`config.mk`:
```
export PLATFORM = sky130hd
export DESIGN_NAME = tt_uart5_tx_flat
export DESIGN_NICKNAME = d
export VERILOG_FILES = /design/src/rtl/tt_uart5_tx_if.sv /design/src/rtl/tt_uart5_tx.sv /design/src/flat_wrapper.sv
export SDC_FILE = /design/constraint.sdc
export NUM_CORES = 1
export LEC_CHECK = 0
export ABC_CLOCK_PERIOD_IN_PS = 1700
export CAP_MARGIN = 20
export CORE_MARGIN = 2
export CORE_UTILIZATION = 30
export CTS_CLUSTER_DIAMETER = 200
export DETAILED_ROUTE_END_ITERATION = 8
export MAX_ROUTING_LAYER = met4
export PLACE_DENSITY_LB_ADDON = 0.1
export SLEW_MARGIN = 20
export SYNTH_ARGS = -nofsm -noshare
export SYNTH_HDL_FRONTEND = slang
export SYNTH_SLANG_ARGS = --single-unit
```
`constraint.sdc`:
```
create_clock -name bus_io_in -period 1.7 [get_ports bus_io_in]
set_input_delay 0.17 -clock bus_io_in [delete_from_list [all_inputs] [get_ports bus_io_in]]
set_output_delay 0.17 -clock bus_io_in [all_outputs]
set_load 0.01 [all_outputs]
```
`src/rtl/tt_uart5_tx_if.sv`:
```
// Tile pin bundle for the 5N1 serial transmitter: clock, reset, start and
// payload arrive on io_in; line, status and debug state leave on io_out.
interface tt_uart5_tx_if;
  // Launch protocol: a 0->1 edge on io_in[2] sampled while idle starts one
  // frame carrying io_in[7:3]; io_out[1] (busy) stays high for the whole
  // frame and io_out[2] (done) pulses for one cycle after it ends. Edges
  // seen while busy are dropped, never queued.
  logic [7:0] io_in;
  logic [7:0] io_out;

  modport master (output io_in, input io_out);
  modport slave  (input io_in, output io_out);
endinterface

```
`src/rtl/tt_uart5_tx.sv`:
```
// 5N1 asynchronous serial transmitter tile, LSB first, idle-high line.
// Every io_out bit comes straight from a flop.
module tt_uart5_tx #(
  parameter int CLKS_PER_BIT = 4
) (
  tt_uart5_tx_if.slave bus
);

  localparam int CW = (CLKS_PER_BIT > 1) ? $clog2(CLKS_PER_BIT) : 1;
  localparam logic [CW-1:0] TERM = CW'(CLKS_PER_BIT - 1);

  typedef enum logic [1:0] {
    IDLE  = 2'd0,
    START = 2'd1,
    DATA  = 2'd2,
    STOP  = 2'd3
  } state_t;

  logic       clk;
  logic       rst_n;
  logic       start;
  logic [4:0] data;

  assign clk   = bus.io_in[0];
  assign rst_n = bus.io_in[1];
  assign start = bus.io_in[2];
  assign data  = bus.io_in[7:3];

  state_t          state;
  logic            tx;
  logic            busy;
  logic            done;
  logic [2:0]      bit_idx;
  logic [CW-1:0]   cnt;
  logic            start_prev;
  logic [4:0]      shift;

  assign bus.io_out = {bit_idx, state, done, busy, tx};

  always_ff @(posedge clk) begin
    if (!rst_n) begin
      state      <= IDLE;
      tx         <= 1'b1;
      busy       <= 1'b0;
      done       <= 1'b0;
      bit_idx    <= 3'd0;
      cnt        <= '0;
      start_prev <= 1'b0;
      shift      <= 5'd0;
    end else begin
      start_prev <= start;
      done       <= 1'b0;
      case (state)
        IDLE: begin
          tx   <= 1'b1;
          busy <= 1'b0;
          if (start && !start_prev) begin
            shift <= data;
            state <= START;
            tx    <= 1'b0;
            busy  <= 1'b1;
            cnt   <= '0;
          end
        end
        START: begin
          if (cnt == TERM) begin
            state   <= DATA;
            bit_idx <= 3'd0;
            tx      <= shift[0];
            cnt     <= '0;
          end else begin
            cnt <= cnt + 1'b1;
          end
        end
        DATA: begin
          if (cnt == TERM) begin
            cnt <= '0;
            if (bit_idx == 3'd4) begin
              state   <= STOP;
              tx      <= 1'b1;
              bit_idx <= 3'd0;
            end else begin
              // shift[1] becomes the new shift[0] on this same edge
              shift   <= shift >> 1;
              tx      <= shift[1];
              bit_idx <= bit_idx + 3'd1;
            end
          end else begin
            cnt <= cnt + 1'b1;
          end
        end
        STOP: begin
          if (cnt == TERM) begin
            state <= IDLE;
            busy  <= 1'b0;
            done  <= 1'b1;
            cnt   <= '0;
          end else begin
            cnt <= cnt + 1'b1;
          end
        end
        default: state <= IDLE;
      endcase
    end
  end

endmodule

```
`src/flat_wrapper.sv`:
```
// flat-port wrapper written by rule: the top's interface ports become plain ports
module tt_uart5_tx_flat 
#(
  parameter int CLKS_PER_BIT = 4
)
  (bus_io_in, bus_io_out);
  tt_uart5_tx_if bus_i ();
  input wire logic [$bits(bus_i.io_in)-1:0] bus_io_in;
  output wire logic [$bits(bus_i.io_out)-1:0] bus_io_out;
  assign bus_i.io_in = bus_io_in;
  assign bus_io_out = bus_i.io_out;
  tt_uart5_tx #(.CLKS_PER_BIT(CLKS_PER_BIT)) u_core (.bus(bus_i));
endmodule
```
# Yosys cells after proc, flatten, opt, wreduce, memory -nomap -nowiden

Index checks and enable logic that the tools add are counted.

Output and inout port bits: 8
Register bits after elaboration: 16
Input port bits: 8
Word-level logic and storage cells: 61

Reduce and logical (&&, ||, !) cells: 14
Equality and inequality tests: 11
Muxes and demuxes: 26
Add/sub/neg operators: 2

Operators with widths:

| operator                                                               | count |
|---|---|
| 5-bit 2-to-1 mux                                                       | 3 |
| 2-bit 2-to-1 mux                                                       | 7 |
| 2-bit by 1-bit != test with 1-bit output (second input constant)       | 5 |
| 5-bit case mux with 2 select lines                                     | 1 |
| 3-bit 2-to-1 mux                                                       | 3 |
| 2-bit case mux with 4 select lines                                     | 1 |
| 1-bit 2-to-1 mux                                                       | 7 |
| 2-bit equality test (second input constant)                            | 3 |
| 3-bit case mux with 2 select lines                                     | 1 |
| 3-bit AND reduction                                                    | 2 |
| 2-bit nonzero test                                                     | 3 |
| 5-bit AND reduction                                                    | 1 |
| 2-bit case mux with 2 select lines                                     | 1 |
| 2-bit AND reduction                                                    | 2 |
| 4-bit AND reduction                                                    | 1 |
| 3-bit by 1-bit adder with 3-bit output (second input constant)         | 1 |
| 3-bit equality test (second input constant)                            | 1 |
| 1-bit case mux with 3 select lines                                     | 1 |
| 3-bit nonzero test                                                     | 1 |
| 3-bit OR reduction                                                     | 1 |
| 2-bit by 1-bit adder with 2-bit output (second input constant)         | 1 |
| 2-bit by 1-bit equality test with 1-bit output (second input constant) | 1 |
| 2-bit logical NOT                                                      | 1 |
| 2-bit != test (second input constant)                                  | 1 |
| other kinds (3)                                                        | 3 |

# Logic depth before layout (Yosys ltp)

Gate-level depths: netlist of run 1.

Depth in word-level cells: 4
Depth in mapped cells: 7
Gate-level depth less buffers: 5

# Least setup slack after synthesis of run 1

Ideal clock, no wire load.

Kind: reg-to-reg
Start point: register u_core.state[0]
End point: register u_core.shift[0]
Path buffers: 1
Library setup time: 0.118 ns
Setup slack: 0.037 ns
Arrival: 1.545 ns
Cell stages (with the launch flop): 7
Period minus slack after synthesis: 1.663 ns
Required time: 1.582 ns
Cells stage by stage: dfxtp_1 inv_1 ha_1 nand2b_2 a221o_1 buf_6 mux2i_1

Longest elaborated chain between the ends: 3
Elaborated cells between the ends (all ways): 8
Classes of those cells: eq/ne (4); mux (1); reduce/logical (3)

Ends and longest elaborated chain:

| element                                                                          | line              | source |
|---|---|---|
| start, declared                                                                  | tt_uart5_tx.sv:29 | `state_t state;` |
| start signal, assigned                                                           | tt_uart5_tx.sv:42 | `state <= IDLE;` |
| start signal, assigned                                                           | tt_uart5_tx.sv:59 | `state <= START;` |
| start signal, assigned                                                           | tt_uart5_tx.sv:67 | `state <= DATA;` |
| 2-bit equality test / 2-bit logical NOT (equally long branches)                  | tt_uart5_tx.sv:53 | `case (state)` |
| 2-bit by 1-bit != test with 1-bit output (no line), or another cell as far along | n/a               |  |
| 4-bit AND reduction (no line)                                                    | n/a               |  |
| end signal, assigned                                                             | tt_uart5_tx.sv:58 | `shift <= data;` |
| end signal, assigned                                                             | tt_uart5_tx.sv:84 | `shift <= shift >> 1;` |
| end, declared                                                                    | tt_uart5_tx.sv:36 | `logic [4:0] shift;` |

Parallel ways exist; a longest one is shown, timed or not.
A chain may end at the register's enable or synchronous reset.

==> impl_metrics.json, run 1 <==
{
  "num_vias": 914,
  "synth.top_cell.area_share_pct": 31.2,
  "reg2reg_depth": 6,
  "critPathLaunch": "bus_io_in[2]",
  "synth.lib_cells_used.distinct": 37,
  "critPathKind": "clk -> reg",
  "netSwitchingPower_mw": 0.893,
  "insertion_delay_ps": 290,
  "worst_setup_hold_path_clk_slew_ps": 90,
  "synth_largest_area_cell": "sky130_fd_sc_hd__dfxtp_1",
  "complex_gate_fraction_of_the_synthesized_area_pct": 18.3,
  "die-height_um": 62.5,
  "post_synth_instance_area_mm2": 0.00103,
  "fin_nets": 159,
  "report.power.total_mw": 2.28,
  "grt.total_usage_pct": 18.7,
  "cts_tree": "yes",
  "critical_path.reg2reg.startpoint": "u_core.state[0]$_SDFFE_PN0P_",
  "drv_slew": 0,
  "cp-end-kind": "register",
  "peak_fanout_along_the_critical_path": 3,
  "insertedDiodeCount": 0,
  "netlist_top_cells_area": "sky130_fd_sc_hd__dfxtp_1, sky130_fd_sc_hd__ha_1, sky130_fd_sc_hd__mux2i_1",
  "synth_flop_cell": "sky130_fd_sc_hd__dfxtp_1",
  "critical-path-max-stage-delay_ps": 210,
  "layout.cells.most_common": "sky130_fd_sc_hd__nand2_1",
  "final.setup_skew_ps": 3.06,
  "detail_route.vias_per_cell": 4.86,
  "violations": "hold timing",
  "final.hold.worst_slack_ps": -84.4,
  "postLayoutCoreUtil_pct": 46.6,
  "cp_top_family": "buffers and inverters",
  "power_internal_mw": 1.39,
  "yosys.area_share.xor_xnor_pct": 0,
  "multiInputGateArea_um2": 744,
  "globalplace.congestion": 0.791,
  "asyncSetResetFlopFracSynth_pct": 0,
  "drv.max_cap_violation_count": 0,
  "ant_nets": 0,
  "synth_cells": 107,
  "powerDensity_mw_per_mm2": 1480,
  "static-leakage-power_nw": 0.628,
  "adder_and_majority_gate_portion_of_the_synthesized_area_pct": 13.4,
  "ys_seq_area_share_pct": 31.2,
  "end_point_of_the_critical_path": "u_core.shift[3]$_SDFFE_PN0P_",
  "worst_r2r_endpoint": "u_core.shift[3]$_SDFFE_PN0P_",
  "drt_iter0_markers": 29,
  "hold_path_class": "clk -> reg",
  "num_io_pins": 16,
  "synth-simple-area-share_pct": 16.6,
  "area_delta_synth_final_pct": 50.2,
  "worst_slew_margin_rel_pct": 75.3,
  "detailedRoute.firstPassIterationCount": 4,
  "port-buffer-count": 8,
  "yosysWarnings": 0,
  "irDropWorstVdd_mv": 0.725,
  "placement.cell_area_mm2": 0.00116,
  "start_util_pct": 31.0,
  "p_clk_share_pct": 81.8,
  "route.detailed.drc": 0,
  "transition_time_of_the_tightest_slew_check_pin_ps": 361,
  "synth_nets": 126,
  "worstPathRequired_ps": 1920,
  "design.core.area_mm2": 0.00331,
  "final-seq-area_um2": 330,
  "core.rowCount": 21,
  "wire_length_of_the_first_global_routing_pass_um": 4590,
  "cts.hold.buffers_added": 0,
  "comb_power_share_pct": 0,
  "synthesis.area_per_instance_um2": 9.60,
  "grt_start_max_net_pins": 15,
  "synth-seq-cells": 16,
  "pwr-share-seq_pct": 18.2,
  "drive_gt1_share_pct": 40.8,
  "timing.final.hold_violations": 1,
  "p_sw_share_pct": 39.1,
  "setup.worst_path.start_class": "clock port",
  "die_span_x_um": 62.5,
  "dpl.hpwl_um": 1570,
  "arrival_ps": 1860,
  "filler_cell_count": 342,
  "ff_to_ff_setup_slack_ps": 110,
  "design.die.area_mm2": 0.00391,
  "layout.cells.most_common_list": "sky130_fd_sc_hd__nand2_1, sky130_fd_sc_hd__buf_4, sky130_fd_sc_hd__dfxtp_1, sky130_fd_sc_hd__clkbuf_4, sky130_fd_sc_hd__mux2i_1",
  "setup_viol_count_final": 0,
  "post_synth_mux_area_share_pct": 13.2,
  "combinational_family_with_the_most_area_after_synthesis": "compound AO/OA/AOI/OAI gates",
  "routedWlPerCell_um": 14.4,
  "grt_setup_unrepaired": "yes",
  "crit_path_top_delay_cell": "sky130_fd_sc_hd__a221o_1",
  "initial_antenna_violation_count": 0,
  "critical_path_buf_inv_count": 4,
  "timing.critical_path.cells": "clkbuf_4, clkbuf_4, nand2b_4, clkbuf_8, a221o_1, clkbuf_8, mux2i_1",
  "stdcell_area_mm2": 0.00154,
  "routed_wl_um": 2710,
  "globalRoute.totalOverflow": 0,
  "crit_cells": 7,
  "synth_edf_count": 0,
  "status": "finished with violations",
  "grt_pass1_vias": 1200
}
-- worst reg2reg max path, delay by kind of cell, from the launching register on --
kind / cells / cell delay (ps)
flip-flops: 1 / 370
buffers and inverters: 2 / 250
adder cells (fa/ha/maj): 1 / 150
multiplexers: 1 / 110
AO/OA/AOI/OAI: 2 / 600
-- metal layers --
layer	part of all wire, %	wire length [µm]	global-route usage (%)
met3	6.2	168	17.1
met4	5.0	135	35.3
met5	0	0	-
met1	45	1220	15.2
met2	44	1190	16.1
-- cell type report --
| class | count | share of cell area (%) |
|---|---|---|
| clock buffer | 19 | 10.5 |
| clock inverter | 3 | 1.46 |
| inverter | 6 | 1.95 |
| multi-input combinational | 77 | 48.3 |
| sequential | 16 | 21.4 |
| tap | 46 | 3.73 |
| timing repair buffer | 21 | 12.7 |
-- power groups by stage --
stage	logic (mW)	registers, mW	clock network (mW)
6_report	0.000000252	0.416	1.87
5_1_grt	0.000000252	0.416	2.12
4_1_cts	0.000000230	0.417	1.91
3_5_place_dp	0.000000231	0.432	0.633
3_3_place_gp	0.000000231	0.432	0.633
2_1_floorplan	0.000000193	0.432	0.793
-- registers in the layout (all words and copies together), names as in the netlist --
| name | cells |
|---|---|
| u_core.done | 1 |
| u_core.start_prev | 1 |
| u_core.shift | 5 |
| u_core.cnt | 2 |
| u_core.bit_idx | 3 |
| u_core.state | 2 |
| u_core.tx | 1 |
| u_core.busy | 1 |
-- logic make-up after synthesis --
family / after synthesis
fa+ha+maj: 11
simple gates: 31
compound gates: 22
buf+inv: 14
flops: 16
mux: 13
-- cells in the mapped netlist (2+ instances only) --
master and n:
sky130_fd_sc_hd__nand2b_1 2, sky130_fd_sc_hd__mux2_2 4, sky130_fd_sc_hd__buf_4 4, sky130_fd_sc_hd__a21oi_1 2
sky130_fd_sc_hd__nand4b_1 3, sky130_fd_sc_hd__inv_1 6, sky130_fd_sc_hd__clkbuf_1 2, sky130_fd_sc_hd__ha_1 11
sky130_fd_sc_hd__o21ai_0 4, sky130_fd_sc_hd__mux2i_1 9, sky130_fd_sc_hd__nor2b_1 3, sky130_fd_sc_hd__nand2_1 13
sky130_fd_sc_hd__a21boi_1 3, sky130_fd_sc_hd__and3_1 2, sky130_fd_sc_hd__nor2_1 2, sky130_fd_sc_hd__dfxtp_1 16
-- worst min path at each step --
stage,cells after the start,slack [ps],endpoint,startpoint
after global routing,2,-80,u_core.shift[4]$_SDFFE_PN0P_,bus_io_in[7]
after global placement,1,120,u_core.cnt[0]$_SDFFE_PN0P_,bus_io_in[1]
final,2,-80,u_core.shift[4]$_SDFFE_PN0P_,bus_io_in[7]
after floorplan,1,120,u_core.start_prev$_SDFF_PN0_,bus_io_in[2]
after detailed placement,1,120,u_core.cnt[0]$_SDFFE_PN0P_,bus_io_in[1]
after CTS,2,-80,u_core.shift[4]$_SDFFE_PN0P_,bus_io_in[7]
-- repair_timing --
| action | in CTS | in global routing |
|---|---|---|
| setup buffers | 4 | 4 |
| gates resized for setup | 32 | 11 |
| endpoints found under the setup margin | 8 | 5 |
| pin swaps | 3 | 2 |
-- per-stage QoR --
step                      setup slack [ps]  setup TNS [ps]  instances
after floorplan                       37.4               0        107
after global placement                76.9               0        160
after detailed placement              76.9               0        160
after CTS                             1.52               0        184
after global routing                 -7.28           -13.5        188
final                                 64.1               0        188
Note: power is estimated with default switching activity, not from simulation.
==> inputs of run 2 (changes only) <==
--- a/config.mk
+++ b/config.mk
@@ -5,12 +5,13 @@
 export SDC_FILE = /design/constraint.sdc
 export NUM_CORES = 1
 export LEC_CHECK = 0
-export ABC_CLOCK_PERIOD_IN_PS = 1700
+export ABC_CLOCK_PERIOD_IN_PS = 1360
 export CAP_MARGIN = 20
 export CORE_MARGIN = 2
 export CORE_UTILIZATION = 30
 export CTS_CLUSTER_DIAMETER = 200
 export DETAILED_ROUTE_END_ITERATION = 8
+export HOLD_SLACK_MARGIN = 0.02
 export MAX_ROUTING_LAYER = met4
 export PLACE_DENSITY_LB_ADDON = 0.1
 export SLEW_MARGIN = 20
==> constraint.sdc (replaced) <==
create_clock -name bus_io_in -period 1.36 [get_ports bus_io_in]
set_input_delay 0.136 -clock bus_io_in [delete_from_list [all_inputs] [get_ports bus_io_in]]
set_output_delay 0.136 -clock bus_io_in [all_outputs]
set_load 0.01 [all_outputs]
==> impl_metrics.json, run 2 (same netlist as run 1, synthesis figures left out) <==
{
  "status": "finished with violations",
  "violations": "hold timing, setup timing",
  "final.setup_skew_ps": 5.96,
  "postLayoutCoreUtil_pct": 49.7,
  "globalplace.congestion": 0.720,
  "route.detailed.drc": 0,
  "layout_worst_path_cycle_share_pct": 118,
  "comb_power_share_pct": 0,
  "largest_register": "u_core.shift",
  "design.core.area_mm2": 0.00331,
  "grt.total_usage_pct": 18.2,
  "crit_path_top_delay_cell": "sky130_fd_sc_hd__dfxtp_4",
  "die-height_um": 62.5,
  "fmax_mhz": 624,
  "critical-path-max-stage-delay_ps": 410,
  "fin_nets": 167,
  "initial_antenna_violation_count": 0,
  "timing.critical_path.cells": "inv_6, ha_4, nand2b_2, a221o_1, clkbuf_8, mux2i_1",
  "drv.max_cap_violation_count": 0,
  "port-buffer-count": 8,
  "num_io_pins": 16,
  "peak_fanout_along_the_critical_path": 4,
  "core.rowCount": 21,
  "cp-end-kind": "register",
  "start_util_pct": 31.0,
  "final-seq-area_um2": 338,
  "setup.worst_path.start_class": "register",
  "detail_route.vias_per_cell": 4.76,
  "report.power.total_mw": 2.83,
  "largest_reg_flops": 5,
  "ant_nets": 0,
  "wire_length_of_the_first_global_routing_pass_um": 4830,
  "timing.final.hold_violations": 1,
  "drv_slew": 0,
  "hold_path_class": "clk -> reg",
  "area_delta_synth_final_pct": 60.0,
  "arrival_ps": 1800,
  "worstPathRequired_ps": 1560,
  "insertedDiodeCount": 0,
  "insertion_delay_ps": 300,
  "critPathKind": "reg -> reg",
  "worst_slew_margin_rel_pct": 76.5,
  "irDropWorstVdd_mv": 1.01,
  "final.hold.worst_slack_ps": -81.6,
  "worst_setup_hold_path_clk_slew_ps": 100,
  "design.die.area_mm2": 0.00391,
  "p_sw_share_pct": 40.0,
  "pwr-share-seq_pct": 18.2,
  "cts_tree": "yes",
  "power_internal_mw": 1.70,
  "grt_start_max_net_pins": 15,
  "die_span_x_um": 62.5,
  "setup_viol_count_final": 15,
  "drive_gt1_share_pct": 50.3,
  "dpl.hpwl_um": 1680,
  "filler_cell_count": 324,
  "largest_registers": "u_core.shift x5, u_core.bit_idx x3",
  "layout.cells.most_common": "sky130_fd_sc_hd__buf_4",
  "routedWlPerCell_um": 14.4,
  "netSwitchingPower_mw": 1.13,
  "layout_setup_ws_ps": -243,
  "globalRoute.totalOverflow": 0,
  "grt_pass1_vias": 1298,
  "powerDensity_mw_per_mm2": 1720,
  "multiInputGateArea_um2": 776,
  "detailedRoute.firstPassIterationCount": 4,
  "layout.cells.most_common_list": "sky130_fd_sc_hd__buf_4, sky130_fd_sc_hd__nand2_1, sky130_fd_sc_hd__clkbuf_4, sky130_fd_sc_hd__dfxtp_1, sky130_fd_sc_hd__mux2i_1",
  "drt_iter0_markers": 60,
  "num_vias": 938,
  "grt_setup_unrepaired": "yes",
  "static-leakage-power_nw": 0.728,
  "p_clk_share_pct": 81.8,
  "routed_wl_um": 2840,
  "transition_time_of_the_tightest_slew_check_pin_ps": 352,
  "finalWorstPathRequiredPeriod_ps": 1600
}
==> run 2: cell count changes in the layout (fill, tap and decap cells not counted), sizes merged <==
cell	before	now
buf	18	27
clkdlybuf4s50	8	2
clkinv	0	1
dlygate4sd2	0	5
dlymetal6s2s	0	1
inv	8	7
==> run 2: layout make-up <==
type | instances | share of cell area [%]
clock buffers | 19 | 9.44
clock inverters | 3 | 1.14
inverters | 6 | 1.83
multi-input cells | 77 | 47.2
flip-flops and latches | 16 | 20.5
well taps | 46 | 3.50
repair buffers | 30 | 16.4
==> run 2: power by group through the flow <==
stage	Clock, mW	Combinational [mW]	Sequential [mW]
after floorplan	0.991	0.000000187	0.531
after global placement	0.790	0.000000292	0.531
after detailed placement	0.790	0.000000292	0.531
after CTS	2.24	0.000000316	0.515
after global routing	2.66	0.000000355	0.515
final	2.31	0.000000355	0.515
==> run 2: per-layer routing <==
metal  global-route usage (%)  vias to the layer above  wire (µm)
li1                         -                      461          -
met1                     13.3                      428       1210
met2                     19.1                       38       1360
met3                     16.8                       11        176
met4                     30.6                        0         88
met5                        -                        -          0
==> run 2: per-stage QoR <==
step | area, µm² | worst slack, ps | setup TNS (ps) | instances
final | 1640 | -243 | -1790 | 197
after global routing | 1640 | -337 | -2740 | 197
after CTS | 1520 | -321 | -1930 | 193
after detailed placement | 1310 | -93.1 | -720 | 172
after global placement | 1310 | -93.1 | -704 | 172
after floorplan | 1080 | -79.6 | -508 | 107
==> run 2: worst max-delay path: cells and delay by family, from the launching register on <==
family,cells,cell delay (ps)
buf+inv,2,230
flops,1,410
mux,1,110
simple gates,1,180
fa+ha+maj,1,160
compound gates,1,410
==> run 2: worst paths after layout <==
kind,start,end,slack (ps),cells after the start
worst max register to register,u_core.state[0]$_SDFFE_PN0P_,u_core.shift[1]$_SDFFE_PN0P_,-240,6
worst min register to register,u_core.shift[2]$_SDFFE_PN0P_,u_core.shift[2]$_SDFFE_PN0P_,470,2
worst max-delay path,u_core.state[0]$_SDFFE_PN0P_,u_core.shift[1]$_SDFFE_PN0P_,-240,6
worst min-delay path,bus_io_in[7],u_core.shift[4]$_SDFFE_PN0P_,-80,2
==> run 2: what timing repair did <==
action                     CTS  global route
cloned                       0             0
setup buffers                1             4
hold buffers                 0             0
pin swaps                    4             5
resized for setup           20            25
setup endpoints to repair   22            20
==> inputs of run 3 (changes only) <==
--- a/config.mk
+++ b/config.mk
@@ -5,12 +5,13 @@
 export SDC_FILE = /design/constraint.sdc
 export NUM_CORES = 1
 export LEC_CHECK = 0
-export ABC_CLOCK_PERIOD_IN_PS = 1360
+export ABC_CLOCK_PERIOD_IN_PS = 1980
 export CAP_MARGIN = 20
 export CORE_MARGIN = 2
 export CORE_UTILIZATION = 30
 export CTS_CLUSTER_DIAMETER = 200
 export DETAILED_ROUTE_END_ITERATION = 8
+export DONT_BUFFER_PORTS = 1
 export HOLD_SLACK_MARGIN = 0.02
 export MAX_ROUTING_LAYER = met4
 export PLACE_DENSITY_LB_ADDON = 0.1
==> constraint.sdc (replaced) <==
create_clock -name bus_io_in -period 1.98 [get_ports bus_io_in]
set_input_delay 0.198 -clock bus_io_in [delete_from_list [all_inputs] [get_ports bus_io_in]]
set_output_delay 0.198 -clock bus_io_in [all_outputs]
set_load 0.01 [all_outputs]
==> impl_metrics.json, run 3 (same netlist as run 1, synthesis figures left out) <==
{
  "initial_antenna_violation_count": 0,
  "timing.final.hold_violations": 2,
  "top_layer_used": "met4",
  "largest_register": "u_core.shift",
  "peak_fanout_along_the_critical_path": 4,
  "globalRoute.totalOverflow": 0,
  "core.rowCount": 21,
  "placed_cells_incl_taps": 149,
  "grt_setup_unrepaired": "no",
  "detailedRoute.firstPassIterationCount": 4,
  "final.hold.worst_slack_ps": -97.2,
  "fin_cells": 171,
  "critical_path_buf_inv_count": 5,
  "wire_length_of_the_first_global_routing_pass_um": 4450,
  "critPathLaunch": "bus_io_in[2]",
  "transition_time_of_the_tightest_slew_check_pin_ps": 385,
  "critPathKind": "clk -> reg",
  "status": "finished with violations",
  "netSwitchingPower_mw": 0.741,
  "ant_nets": 0,
  "layout_worst_path_cycle_share_pct": 92.9,
  "cp_top_family": "buffers and inverters",
  "critical-path-max-stage-delay_ps": 180,
  "crit_top_cell": "sky130_fd_sc_hd__clkbuf_4",
  "fin_nets": 141,
  "routed_wl_um": 2500,
  "cp-end-kind": "register",
  "die_span_x_um": 62.5,
  "fmax_mhz": 547,
  "critical_path.reg2reg.startpoint": "u_core.state[0]$_SDFFE_PN0P_",
  "grt_pass1_vias": 1180,
  "p_sw_share_pct": 40.1,
  "pwr-share-seq_pct": 19.4,
  "design.core.area_mm2": 0.00331,
  "timing.critical_path.cells": "clkbuf_4, clkbuf_4, nand2b_1, clkbuf_4, a221o_1, clkbuf_4, clkbuf_4, mux2i_1",
  "irDropWorstVdd_mv": 0.461,
  "layout.cells.most_common": "sky130_fd_sc_hd__clkbuf_4",
  "routedWlPerCell_um": 14.6,
  "setup_viol_count_final": 0,
  "dpl.hpwl_um": 1550,
  "drive_gt1_share_pct": 28.8,
  "wire_length_on_met3_um": 229,
  "worst_setup_hold_path_clk_slew_ps": 110,
  "stdcell_area_mm2": 0.00123,
  "num_io_pins": 16,
  "insertedDiodeCount": 0,
  "insertion_delay_ps": 300,
  "setup.worst_path.start_class": "clock port",
  "p_clk_share_pct": 80.6,
  "port-buffer-count": 0,
  "arrival_ps": 2080,
  "static-leakage-power_nw": 0.547,
  "power_internal_mw": 1.11,
  "comb_power_share_pct": 0,
  "largest_registers": "u_core.shift x5, u_core.bit_idx x3",
  "drt_iter0_markers": 21,
  "grt_start_max_net_pins": 15,
  "layout.cells.most_common_list": "sky130_fd_sc_hd__clkbuf_4, sky130_fd_sc_hd__dfxtp_1, sky130_fd_sc_hd__nand2_1, sky130_fd_sc_hd__mux2i_1, sky130_fd_sc_hd__ha_1",
  "largest_reg_flops": 5,
  "setup-tns-final_ps": 0,
  "start_util_pct": 31.0,
  "route.detailed.drc": 0,
  "num_vias": 854,
  "placement.cell_area_mm2": 0.00106,
  "hold_path_startpoint": "bus_io_in[7]",
  "route.met2.wl_um": 1020,
  "grt.total_usage_pct": 17.4,
  "worstPathRequired_ps": 2220,
  "worst_slew_margin_rel_pct": 73.6,
  "crit_path_top_delay_cell": "sky130_fd_sc_hd__mux2i_1",
  "routedLengthMet1_um": 1130,
  "postLayoutCoreUtil_pct": 37.3,
  "final.setup_skew_ps": 2.68,
  "hold_path_class": "clk -> reg",
  "area_delta_synth_final_pct": 20.1,
  "violations": "hold timing",
  "design.die.area_mm2": 0.00391,
  "finalWorstPathRequiredPeriod_ps": 1840,
  "detail_route.vias_per_cell": 4.99,
  "powerDensity_mw_per_mm2": 1500,
  "globalplace.congestion": 0.773,
  "die-height_um": 62.5,
  "cts_tree": "yes",
  "drv_slew": 0,
  "drv.max_cap_violation_count": 0
}
run 3: changes by cell type in the layout (fill, tap and decap cells not counted), moves of 2 or more:
cell	previous run	this run
sky130_fd_sc_hd__dfxtp_1	10	15
sky130_fd_sc_hd__inv_1	1	6
sky130_fd_sc_hd__dlygate4sd2_1	5	0
sky130_fd_sc_hd__buf_6	6	0
sky130_fd_sc_hd__ha_4	6	0
sky130_fd_sc_hd__buf_4	20	4
sky130_fd_sc_hd__inv_2	3	0
sky130_fd_sc_hd__clkdlybuf4s50_1	2	0
sky130_fd_sc_hd__ha_1	4	9
sky130_fd_sc_hd__dfxtp_2	2	0
sky130_fd_sc_hd__clkbuf_4	10	17
sky130_fd_sc_hd__dfxtp_4	4	1
run 3: power by group through the flow:
stage               clock network (mW)   logic (mW)  registers [mW]
floorplan                        0.681  0.000000193           0.371
global placement                 0.544  0.000000188           0.371
detailed placement               0.544  0.000000188           0.371
CTS                               1.56  0.000000188           0.360
global route                      1.73  0.000000181           0.359
finish                            1.49  0.000000181           0.358
run 3: final timing paths:
path	endpoint	slack (ps)	cells past startpoint
max	u_core.shift[2]$_SDFFE_PN0P_	140	8
min	u_core.shift[4]$_SDFFE_PN0P_	-100	2
max reg2reg	u_core.state[1]$_SDFFE_PN0P_	150	7
min reg2reg	u_core.shift[3]$_SDFFE_PN0P_	470	2
run 3: what timing repair did:
item                                    4_1_cts  5_1_grt
resized for setup                             1        3
endpoints found under the setup margin        7        7
hold buffers                                  0        0
buffers inserted                              0        0
run 3: layer usage:
layer | global-route usage (%) | up-vias
met5 | - | -
met4 | 28.6 | 0
met3 | 19.8 | 14
met2 | 15.5 | 43
met1 | 13.0 | 384
li1 | - | 413
run 3: final cells by class:
cell class	count	area, µm²
fill	361	2080
clock inverter	3	18.8
tap	46	57.6
sequential	16	324
inverter	6	22.5
clock buffer	19	145
multi-input combinational	77	636
timing repair buffer	4	30.0
run 3: through the flow:
step | total power [mW] | setup slack, ps
CTS | 1.92 | 37.1
global route | 2.09 | 21.7
floorplan | 1.05 | 266
finish | 1.85 | 140
detailed placement | 0.914 | 217
global placement | 0.914 | 217
run 3: worst reg2reg max path: stages (launching register included):
cell	delay [ps]
sky130_fd_sc_hd__dfxtp_1	330
sky130_fd_sc_hd__buf_4	160
sky130_fd_sc_hd__ha_1	260
sky130_fd_sc_hd__o21ba_2	250
sky130_fd_sc_hd__a2111oi_4	300
sky130_fd_sc_hd__clkbuf_4	190
sky130_fd_sc_hd__clkbuf_4	120
sky130_fd_sc_hd__mux2i_1	150
